$ cat src/rtl/serial_cmd_master.sv
// Serial command master: sends a 5-byte command frame through a byte UART
// transmitter, then collects a 4-byte big-endian reply or gives up after a
// reply timeout.
module serial_cmd_master #(
   parameter int unsigned TIMEOUT = 1000000
) (
   input  logic        clk,
   input  logic        reset,
   input  logic        cmd_valid,
   output logic        cmd_ready,
   input  logic [7:0]  cmd,
   input  logic [31:0] cmd_data,
   output logic        busy,
   output logic        rsp_valid,
   output logic [31:0] rsp_data,
   output logic        rsp_timeout,
   output logic        tx_start,
   output logic [7:0]  tx_data,
   input  logic        tx_ready,
   input  logic        rcv,
   input  logic [7:0]  rx_data
);

   localparam int unsigned    TW       = $clog2(TIMEOUT + 1);
   localparam logic [TW-1:0]  TMO_LOAD = TW'(TIMEOUT);

   typedef enum logic [1:0] {IDLE, TX_ARM, TX_HOLD, RX} state_t;

   state_t         state, state_nx;
   logic [39:0]    tx_sr;
   logic [2:0]     tx_cnt;
   logic           last_tx_ready;
   // Only the three most recent reply bytes are ever needed: the fourth
   // comes straight from rx_data when the word is assembled.
   logic [23:0]    rx_sr;
   logic [1:0]     rx_cnt;
   logic [TW-1:0]  tmo_cnt;

   logic accept, tx_fire, tx_fall, rx_byte, rx_last, tmo_exp;

   // Ready only in IDLE and not during a completion pulse, so the next
   // command lands no earlier than the cycle after rsp_valid/rsp_timeout.
   assign cmd_ready = (state == IDLE) && !rsp_valid && !rsp_timeout;
   assign busy      = !cmd_ready;

   // State register.
   always_ff @(posedge clk or posedge reset) begin
      if (reset) state <= IDLE;
      else       state <= state_nx;
   end

   // Next-state logic and per-cycle datapath strobes.
   always_comb begin
      state_nx = state;
      accept   = 1'b0;
      tx_fire  = 1'b0;
      tx_fall  = 1'b0;
      rx_byte  = 1'b0;
      rx_last  = 1'b0;
      tmo_exp  = 1'b0;
      case (state)
         IDLE: begin
            if (cmd_valid && cmd_ready) begin
               accept   = 1'b1;
               state_nx = TX_ARM;
            end
         end
         TX_ARM: begin
            if (tx_ready) begin
               tx_fire  = 1'b1;
               state_nx = TX_HOLD;
            end
         end
         TX_HOLD: begin
            // The UART has taken the byte once its ready line drops.
            if (last_tx_ready && !tx_ready) begin
               tx_fall  = 1'b1;
               state_nx = (tx_cnt == 3'd4) ? RX : TX_ARM;
            end
         end
         RX: begin
            // A received byte wins over an expiring timer.
            if (rcv) begin
               rx_byte = 1'b1;
               if (rx_cnt == 2'd3) begin
                  rx_last  = 1'b1;
                  state_nx = IDLE;
               end
            end else if (tmo_cnt <= TW'(1)) begin
               tmo_exp  = 1'b1;
               state_nx = IDLE;
            end
         end
         default: state_nx = IDLE;
      endcase
   end

   // Frame shifter, UART handshake, reply assembly and timeout counter.
   always_ff @(posedge clk or posedge reset) begin
      if (reset) begin
         tx_sr         <= '0;
         tx_cnt        <= '0;
         tx_start      <= 1'b0;
         tx_data       <= '0;
         last_tx_ready <= 1'b0;
         rx_sr         <= '0;
         rx_cnt        <= '0;
         tmo_cnt       <= '0;
         rsp_valid     <= 1'b0;
         rsp_timeout   <= 1'b0;
         rsp_data      <= '0;
      end else begin
         last_tx_ready <= tx_ready;
         rsp_valid     <= 1'b0;
         rsp_timeout   <= 1'b0;
         if (accept) begin
            tx_sr  <= {cmd, cmd_data};
            tx_cnt <= '0;
         end
         if (tx_fire) begin
            tx_data  <= tx_sr[39:32];
            tx_start <= 1'b1;
         end
         if (tx_fall) begin
            tx_start <= 1'b0;
            tx_sr    <= {tx_sr[31:0], 8'h00};
            tx_cnt   <= tx_cnt + 3'd1;
            if (tx_cnt == 3'd4) begin
               rx_cnt  <= '0;
               tmo_cnt <= TMO_LOAD;
            end
         end
         if (rx_byte) begin
            rx_sr   <= {rx_sr[15:0], rx_data};
            rx_cnt  <= rx_cnt + 2'd1;
            tmo_cnt <= TMO_LOAD;
         end else if (state == RX) begin
            tmo_cnt <= tmo_cnt - TW'(1);
         end
         if (rx_last) begin
            rsp_data  <= {rx_sr, rx_data};
            rsp_valid <= 1'b1;
         end
         if (tmo_exp) rsp_timeout <= 1'b1;
      end
   end

endmodule

$ cat config.mk
export PLATFORM = sky130hd
export DESIGN_NAME = serial_cmd_master
export DESIGN_NICKNAME = d
export VERILOG_FILES = /design/src/rtl/serial_cmd_master.sv
export SDC_FILE = /design/constraint.sdc
export NUM_CORES = 1
export LEC_CHECK = 0
export CORE_MARGIN = 8
export CORE_UTILIZATION = 53
export DETAILED_ROUTE_END_ITERATION = 8
export GPL_TIMING_DRIVEN = 1
export HOLD_SLACK_MARGIN = 0.03
export PLACE_DENSITY = 0.8
export SETUP_SLACK_MARGIN = 0.1
export SLEW_MARGIN = 20
export SYNTH_ARGS = -nofsm -noshare
export SYNTH_HDL_FRONTEND = slang
export SYNTH_SLANG_ARGS = --single-unit
export TNS_END_PERCENT = 10
$ cat constraint.sdc
create_clock -name clk -period 5.1 [get_ports clk]
set_input_delay 0.51 -clock clk [delete_from_list [all_inputs] [get_ports clk]]
set_output_delay 0.51 -clock clk [all_outputs]
set_load 0.01 [all_outputs]
==> summary.md <==
| Metric | Value |
|---|---|
| Status | completed |
| Fmax achieved | 360 MHz |
| Startpoint Class | flop |
| Setup WS post-layout | 2.32 ns |
| Most frequent cells in the layout | dfrtp_1 (135), nand2_1 (131), clkdlybuf4s50_1 (97) |
| Simple-Gate Fraction of Synth Area | 15.0% |
| Placed inst area | 0.00689 sq mm |
| Placed cell count | 770 |
| WP data arrival | 2.27 ns |
| Cts repair resizes | 0 |
| Worst-Skew Late Latency | 0.52 ns |
| Flops & latches, synth | 135 |
| Reg2reg end | tx_sr[33]$_DFFE_PP0P_ |
| WHS | 0.466 ns |
| Clk_skew | 0.00678 ns |
| Power, Total | 4.71 mW |
| Layout cell share with drive strength beyond 1 | 14.2% |
| CTS tree | yes |
| Area of the multi-input gates | 0.00220 sq mm |
| Design Area, Final | 0.00752 sq mm |
| Reg2reg setup slack | 2.44 ns |
| DRT antenna net count | 0 |
| Die width | 121 um |
| Fillers | 739 |
| Crit-path max FO | 16 |
| Peak VDD IR | 0.000330 V |
| Leak Pwr | 3.40 nW |
| Initial core utilization | 53.9% |
| Row cnt | 38 |
| Post-CTS Hold Fix Bufs | 0 |
| Final #Nets | 707 |
| DRC | 0 |
| Routed WL | 14.2 mm |
| Critical path startpoint | state[0]$_DFFE_PP0P_ |
| Max Buffers Root-to-Sink | 2 |
| Crit path max-delay cell type | clkdlybuf4s50_1 |
| Storage cell area | 0.00338 sq mm |
| Fin. max-slew vios | 0 |
| Ant. Diodes | 0 |
| CP endpoint | cmd_ready |
| Worst-Margin Slew | 0.990 ns |
| Max cap viols | 0 |
| Primary FF master, synth | dfrtp_1 |
| Final setup fails | 0 |
| Largest net degree at the start of global routing | 62 |
| CP required | 4.59 ns |
| Hold WC Path Type | reg -> reg |
| Congestion Overflow GR | 0 |
| DR vias | 4493 |
| Number of synthesized flops with an enable pin | 0 |
| Post-DP HPWL | 9.43 mm |
| Drt initial violations | 310 |
| Compound-Gate Fraction of Synth Area | 12.9% |
| Placer Congestion | 0.853 |
| Core area | 0.0108 sq mm |
| Slew margin rel. | 33.9% |
| Async SR Flop Fraction | 100% |
| Proportion of synthesized area in mux cells | 8.71% |
| Post-synthesis sequential area ratio | 58.1% |
| Full die area | 0.0146 sq mm |
| PD cells | 627 mW/mm^2 |
| Vias in the first global route | 4695 |
| Worst r2r path cells | 4 |
| Commonest non-fill, non-tap cell in the layout | dfrtp_1 |
| Post-synthesis xor/xnor area fraction | 0.151% |
| Largest family of logic cells by synthesized area | simple AND/OR/NAND/NOR gates |
| Global-route wire length before repair | 23.1 mm |
| Synth warn | 0 |
| Postcts setup bufs | 0 |
| Clock Sinks | 135 |
| Post-Syn Area | 0.00582 sq mm |
| Clock buffer count from CTS | 17 |
| Fin crit share | 54.5% |
| Setup Crit Path Kind | reg -> out |
| Synth Area in Adders | 1.08% |
| Non-filler cells, final | 801 |
| # IOs | 98 |
| Syn-to-layout area delta | 29.3% |
| Slowest stage delay, CP | 0.63 ns |
| Clock transition at path regs | 0.06 ns |
| Die Y | 121 um |
| End-of-flow core utilization | 69.6% |
| Avg WL per Cell | 17.7 um |
| Via density | 5.61 |
| Port Buffer Count | 97 |
| Synth cell types | 44 |
| CP Capture Type | output pin |
| TritonRoute pass-1 iters | 7 |
| Crit-path cells | nor4_4 -> clkdlybuf4s50_1 |
| Min Clock Period, post-route | 2.78 ns |
| Total track usage | 20.0% |
| Pre-CTS setup slack | 2.35 ns |
| Cells after Synth | 556 |
| Root buffer cell | clkbuf_8 |
| Net count after synthesis | 614 |
| Syn avg cell area | 10.5 sq um |
| H-tree depth | 4 |
| Fin Setup TNS | 0 ns |
| Initial antenna violation count | 0 |
| Unrepaired setup endpoints after global routing | false |
| R2R Path Start | state[0]$_DFFE_PP0P_ |
| Final Hold Viols | 0 |
## cells in the mapped netlist, types with 2 or more instances
library cell,n,area (sq um)
inv_1,33,124
nor2_1,12,45.0
or4_4,2,22.5
nor4_4,3,63.8
nand4_1,3,18.8
buf_2,8,40.0
nor3_1,6,30.0
o21ai_0,26,130
nand3b_1,2,15.0
clkbuf_1,20,75.1
a21oi_1,45,225
nand2_1,131,492
ha_1,5,62.6
a31oi_1,6,37.5
o31ai_1,5,37.5
and2_1,2,12.5
or4_1,3,22.5
a21o_1,3,22.5
o31a_1,2,17.5
o21a_1,2,15.0
mux2_2,45,507
o32a_1,2,20.0
dfrtp_1,135,3380
nor2b_1,3,18.8
o22ai_1,26,163
nor4_1,2,12.5
nand3_1,7,35.0
## per-layer routing
metal | global-route usage, % | up-vias | share of wire, %
li1 | - | 2120 | -
met5 | 0 | - | 0
met3 | 4.94 | 26 | 5.0
met4 | 9.45 | 0 | 2.1
met2 | 34.0 | 134 | 52
met1 | 23.4 | 2213 | 41
## final cells by class
| cell class | instances | area share [%] |
|---|---|---|
| clock inverter | 11 | 2.26 |
| inverter | 33 | 1.68 |
| sequential | 135 | 44.9 |
| tap | 140 | 2.33 |
| timing repair buffer | 102 | 13.4 |
| clock buffer | 20 | 6.06 |
| multi-input combinational | 360 | 29.3 |
## worst max-delay path: cells and delay by family (launching register included)
family,cells,cell delay (ns)
simple gates,1,0.54
flops,1,0.58
buf+inv,1,0.63
## power by group
part           internal [mW]  total [mW]  switching (mW)  leakage [nW]
combinational          0.765        1.51           0.745          1.43
sequential              1.55        1.92           0.375          1.68
clock                  0.831        1.28           0.449         0.299
total                   3.14        4.71            1.57          3.40
## state kept, by name (all words and copies together), names as in the netlist
name           flops
tx_cnt             3
tx_start           1
last_tx_ready      1
rsp_valid          1
state              2
tmo_cnt           20
rx_cnt             2
rsp_timeout        1
rx_sr             24
tx_data            8
rsp_data          32
tx_sr             40
## worst min-delay path by stage
stage | start | endpoint | depth (start not counted)
2_1_floorplan | rx_sr[16]$_DFFE_PP0P_ | rsp_data[24]$_DFFE_PP0P_ | 2
3_3_place_gp | rx_sr[23]$_DFFE_PP0P_ | rsp_data[31]$_DFFE_PP0P_ | 2
3_5_place_dp | rx_sr[17]$_DFFE_PP0P_ | rsp_data[25]$_DFFE_PP0P_ | 2
4_1_cts | rx_sr[17]$_DFFE_PP0P_ | rsp_data[25]$_DFFE_PP0P_ | 2
5_1_grt | rsp_data[10]$_DFFE_PP0P_ | rsp_data[10]$_DFFE_PP0P_ | 2
6_report | rx_sr[17]$_DFFE_PP0P_ | rsp_data[25]$_DFFE_PP0P_ | 2
## kinds of logic after synthesis
logic type               Yosys count
flip-flops                       135
XOR/XNOR                           1
buffers and inverters             61
AND/OR/NAND/NOR                  184
AO/OA/AOI/OAI                    125
adder cells (fa/ha/maj)            5
multiplexers                      45
(Power assumes the default switching activity.)
